$ cat src/rtl/dac_frame_fifo.sv
// Stereo frame FIFO feeding the DAC serializer: buffers L/R frames from the mixer
// and, on each pop, delivers one frame as a left word then a right word (silence on underrun).
module dac_frame_fifo #(
    parameter int WIDTH      = 24,
    parameter int DEPTH_LOG2 = 4
) (
    input  logic                  clk,
    input  logic                  rst,
    input  logic [WIDTH-1:0]      frame_l_i,
    input  logic [WIDTH-1:0]      frame_r_i,
    input  logic                  frame_valid_i,
    output logic                  frame_ready_o,
    input  logic                  pop_i,
    output logic [WIDTH-1:0]      data_o,
    output logic                  lrck_o,
    output logic                  ack_o,
    output logic [DEPTH_LOG2:0]   level_o,
    output logic                  underrun_o,
    output logic [15:0]           underrun_count_o
);

    localparam int DEPTH = 1 << DEPTH_LOG2;
    localparam logic [DEPTH_LOG2:0]   LVL_FULL  = {1'b1, {DEPTH_LOG2{1'b0}}};
    localparam logic [DEPTH_LOG2:0]   LVL_ZERO  = {(DEPTH_LOG2+1){1'b0}};
    localparam logic [DEPTH_LOG2:0]   LVL_ONE   = {{DEPTH_LOG2{1'b0}}, 1'b1};
    localparam logic [DEPTH_LOG2-1:0] PTR_ZERO  = {DEPTH_LOG2{1'b0}};
    localparam logic [DEPTH_LOG2-1:0] PTR_ONE   = {{(DEPTH_LOG2-1){1'b0}}, 1'b1};
    localparam logic [WIDTH-1:0]      WORD_ZERO = {WIDTH{1'b0}};
    localparam logic [15:0]           CNT_MAX   = 16'hFFFF;

    typedef enum logic [1:0] {
        IDLE   = 2'd0,
        SEND_L = 2'd1,
        SEND_R = 2'd2
    } state_t;

    logic [2*WIDTH-1:0]    mem_r [DEPTH];
    logic [DEPTH_LOG2-1:0] wr_ptr_r;
    logic [DEPTH_LOG2-1:0] rd_ptr_r;
    logic [DEPTH_LOG2:0]   level_r;
    state_t                state_r;
    logic [WIDTH-1:0]      data_r;
    logic [WIDTH-1:0]      right_hold_r;
    logic                  lrck_r;
    logic                  ack_r;
    logic                  underrun_r;
    logic [15:0]           underrun_cnt_r;

    logic                  ready_s;
    logic                  empty_s;
    logic                  wr_en_s;
    logic                  pop_en_s;
    logic                  rd_en_s;
    logic [2*WIDTH-1:0]    head_s;

    // Handshake decode; readiness looks at the stored level only, so a full FIFO
    // refuses a write even when a frame retires on the same edge.
    always_comb begin
        ready_s  = ~rst & (level_r != LVL_FULL);
        empty_s  = (level_r == LVL_ZERO);
        wr_en_s  = frame_valid_i & ready_s;
        pop_en_s = ~rst & pop_i & (state_r == IDLE);
        rd_en_s  = pop_en_s & ~empty_s;
        if (empty_s) begin
            head_s = {(2*WIDTH){1'b0}};
        end else begin
            head_s = mem_r[rd_ptr_r];
        end
    end

    // Frame storage, written on an accepted handshake.
    always_ff @(posedge clk) begin
        if (wr_en_s) begin
            mem_r[wr_ptr_r] <= {frame_l_i, frame_r_i};
        end
    end

    // Pointers wrap naturally; occupancy is tracked by an explicit level counter.
    always_ff @(posedge clk) begin
        if (rst) begin
            wr_ptr_r <= PTR_ZERO;
            rd_ptr_r <= PTR_ZERO;
            level_r  <= LVL_ZERO;
        end else begin
            if (wr_en_s) begin
                wr_ptr_r <= wr_ptr_r + PTR_ONE;
            end
            if (rd_en_s) begin
                rd_ptr_r <= rd_ptr_r + PTR_ONE;
            end
            case ({wr_en_s, rd_en_s})
                2'b10:   level_r <= level_r + LVL_ONE;
                2'b01:   level_r <= level_r - LVL_ONE;
                default: level_r <= level_r;
            endcase
        end
    end

    // Delivery FSM: the left word is loaded on the pop edge, the right word one edge later.
    always_ff @(posedge clk) begin
        if (rst) begin
            state_r        <= IDLE;
            data_r         <= WORD_ZERO;
            right_hold_r   <= WORD_ZERO;
            lrck_r         <= 1'b0;
            ack_r          <= 1'b0;
            underrun_r     <= 1'b0;
            underrun_cnt_r <= 16'h0000;
        end else begin
            case (state_r)
                IDLE: begin
                    ack_r      <= 1'b0;
                    underrun_r <= 1'b0;
                    if (pop_en_s) begin
                        state_r      <= SEND_L;
                        data_r       <= head_s[2*WIDTH-1:WIDTH];
                        right_hold_r <= head_s[WIDTH-1:0];
                        lrck_r       <= 1'b0;
                        ack_r        <= 1'b1;
                        underrun_r   <= empty_s;
                        if (empty_s && (underrun_cnt_r != CNT_MAX)) begin
                            underrun_cnt_r <= underrun_cnt_r + 16'h0001;
                        end
                    end
                end
                SEND_L: begin
                    state_r    <= SEND_R;
                    data_r     <= right_hold_r;
                    lrck_r     <= 1'b1;
                    ack_r      <= 1'b1;
                    underrun_r <= 1'b0;
                end
                SEND_R: begin
                    state_r    <= IDLE;
                    ack_r      <= 1'b0;
                    underrun_r <= 1'b0;
                end
                default: begin
                    state_r    <= IDLE;
                    ack_r      <= 1'b0;
                    underrun_r <= 1'b0;
                end
            endcase
        end
    end

    assign frame_ready_o    = ready_s;
    assign data_o           = data_r;
    assign lrck_o           = lrck_r;
    assign ack_o            = ack_r;
    assign level_o          = level_r;
    assign underrun_o       = underrun_r;
    assign underrun_count_o = underrun_cnt_r;

endmodule

$ cat config.mk
export PLATFORM = sky130hd
export DESIGN_NAME = dac_frame_fifo
export DESIGN_NICKNAME = d
export VERILOG_FILES = /design/src/rtl/dac_frame_fifo.sv
export SDC_FILE = /design/constraint.sdc
export NUM_CORES = 1
export LEC_CHECK = 0
export CORE_MARGIN = 2
export CORE_UTILIZATION = 65
export CTS_CLUSTER_DIAMETER = 80
export DETAILED_ROUTE_END_ITERATION = 10
export DONT_BUFFER_PORTS = 1
export MAX_ROUTING_LAYER = met4
export PLACE_DENSITY_LB_ADDON = 0.08
export SLEW_MARGIN = 20
export SYNTH_ARGS = -nofsm -noshare
export SYNTH_HDL_FRONTEND = slang
export SYNTH_SLANG_ARGS = --single-unit
$ cat constraint.sdc
create_clock -name clk -period 15.3 [get_ports clk]
set_input_delay 1.53 -clock clk [delete_from_list [all_inputs] [get_ports clk]]
set_output_delay 1.53 -clock clk [all_outputs]
set_load 0.03 [all_outputs]
==> results_dict.tcl <==
set metrics [dict create \
    cts_tree "done" \
    min_period_over_period_pct 25.7 \
    syn-num-nets 1794 \
    cts_hold_buf 0 \
    cts_root_buffer "clkbuf_16" \
    synth_edf_count 768 \
    yosys_most_used_dff "edfxtp_1" \
    drv_cap 0 \
    rsz0062_at_grt "false" \
    finish.instance_area_mm2 0.0363 \
    synth_most_common_cell "edfxtp_1" \
    antenna_found_initial 1 \
    initial_core_util_pct 65.5 \
    area_growth_pct 11.2 \
    cpLargestDelayFamily "buffers and inverters" \
    rows 82 \
    setup-violations-final 0 \
    synth_commonest_cells "edfxtp_1 (768), mux2i_1 (183), mux4_2 (102)" \
    hold_path.class "flip-flop to flip-flop" \
    clock_latency_ns 0.63 \
    num_vias 16900 \
    power_density_mw_per_mm2 133 \
    postCtsSetupBuffers 0 \
    max_freq_mhz 254 \
    place.gp.congestion 0.799 \
    wirelength_um 73300 \
    die_x_um 228 \
    fin_skew_ns 0.0218 \
    fin_nets 1811 \
    firstDrtPassIters 5 \
    fillers 2981 \
    clkSinkCount 854 \
    ys_types 62 \
    synth_largest_area_cell "edfxtp_1" \
    grt_pass1_wl_um 110000 \
    slowest_stage "buf_4" \
    drive_gt1_share_pct 17.5 \
    fin_crit_ns 3.93 \
    post_dp_cell_area_mm2 0.0334 \
    grt_max_degree 70 \
    synth_cells 1733 \
    synthArstFlopShare_pct 0 \
    die_h_um 228 \
    crit_fanout 40 \
    status "finished clean" \
    ys_warn_count 0 \
    dp_slack_ns 10.76 \
    critical_path_required_ns 15.54 \
    final_hold_viol_count 0 \
    final_core_util_pct 72.8 \
    routedWlPerCell_um 29.4 \
    cts_buffers 84 \
    synth_top_area_share_pct 70.7 \
    ys_ff_latch 854 \
    endpoint_kind "flip-flop" \
    relSlewSlack_pct 23.2 \
    crit_chain "inv_1, o211a_1, nand2_1, nor3_2, buf_4" \
    seq_area_frac_synth_pct 75.9 \
    vias_per_cell 6.81 \
    cp.arrival_ns 4.18 \
    path_class "input port to flip-flop" \
    syn_avg_cell_area_um2 18.8 \
    coreArea_mm2 0.0499 \
    hpwlAfterDp_um 37900 \
    critPathMaxStageDelay_ns 0.76 \
    final.setup.worst_slack_ns 11.37 \
    drc 0 \
    portBuffers 0 \
    syn_area_mm2 0.0326 \
    post_cts_resized 0 \
    synthTopCellsByArea "edfxtp_1 (71%), mux4_2 (7.0%), mux2i_1 (5.6%)" \
    irDropWorstVdd_mv 0.109 \
    crit_path_start_kind "input port" \
    cp_num_buf_inv 2 \
    drv_slew 0 \
    ant_nets 0 \
    grt_pass1_vias 17100 \
    clock_path_buffers 3 \
    grt_usage_pct 29.7 \
    clkTransAtPathRegs_ns 0.06 \
    dr.first_iter.drc_count 1933 \
    tns_ns 0 \
    io_pins 101 \
    cts-htree-levels 3 \
    grt_overflow 0 \
    p_leak_nw 11.2 \
    worstMarginPinSlew_ns 1.15 \
    die-area_mm2 0.0520 \
]
## state kept, by name, summed over array words and instances, names as in the netlist, named ones only
name	flops
underrun_count_o	16
right_hold_r	24
lrck_o	1
state_r	2
rd_ptr_r	4
wr_ptr_r	4
level_o	5
ack_o	1
underrun_o	1
data_o	24
mem_r	768
## cell type report
type	count	area (um2)	area share, %
Clock inverter	47	559	1.54
Antenna cell	1	2.50	0.00690
Clock buffer	106	2310	6.36
Tap cell	672	841	2.32
Inverter	11	42.5	0.117
Sequential cell	854	24800	68.3
Timing Repair Buffer	37	278	0.766
Multi-Input combinational cell	762	7450	20.5
## tightest hold or removal path: stages (launching register included)
cell and delay [ns]:
dfxtp_1 0.35, nand2_1 0.06, o21ai_0 0.06
## layer usage
metal / up-vias / GRT usage [%] / wire, um
li1: 7187 / - / -
met1: 8913 / 40.6 / 30100
met2: 724 / 45.7 / 35200
met3: 124 / 6.11 / 5860
met4: 0 / 9.42 / 2140
met5: - / - / 0
## layout by cell type, fill, tap and decap left out, types with 5 or more instances in the layout
master     instances
o32a_1            21
dfxtp_1           82
o311ai_0           9
o221ai_1          36
clkbuf_8           6
o21ai_0           16
o22ai_1           24
ha_1               9
inv_1              9
clkbuf_16         87
mux2i_1          183
mux4_2           102
a211oi_1          33
o21a_1             5
clkinv_2          21
nand2_1           62
o41ai_1            8
nand4_1            9
nor2_1            23
xor2_1             5
a21oi_1           27
nand3_1           27
clkinv_1           9
or2_2              8
o31ai_1           30
bufinv_16         12
edfxtp_1         768
clkbuf_1          13
a22oi_1           45
nor2_4            12
buf_4             37
## path summary, 6_finish.rpt
check / slack, ns / cells past startpoint / startpoint / to
max: 11.37 / 5 / rst / mem_r[1][27]
max reg2reg: 11.47 / 11 / level_o[1] / level_o[4]
min reg2reg: 0.52 / 2 / right_hold_r[4] / right_hold_r[4]
min: 0.52 / 2 / right_hold_r[4] / right_hold_r[4]
## kinds of logic after synthesis
logic type,after synthesis,synth area share (%)
flops,854,75.9
simple gates,189,2.93
buf+inv,117,1.66
compound gates,269,6.18
mux,288,12.8
xor+xnor,7,0.188
fa+ha+maj,9,0.345
## report_power, final
part           switching [W]  internal [W]
combinational      0.0000688     0.0000391
clock               0.000847       0.00127
sequential         0.0000319       0.00257
total               0.000948       0.00388
## through the flow
stage,total power (W),hold WS [ns],std cells
5_1_grt,0.00495,0.538,2490
6_report,0.00482,0.525,2490
3_3_place_gp,0.00275,0.511,2336
3_5_place_dp,0.00275,0.519,2336
2_1_floorplan,0.00271,0.425,1733
4_1_cts,0.00485,0.534,2489
Power figures use the tool's default switching activity.
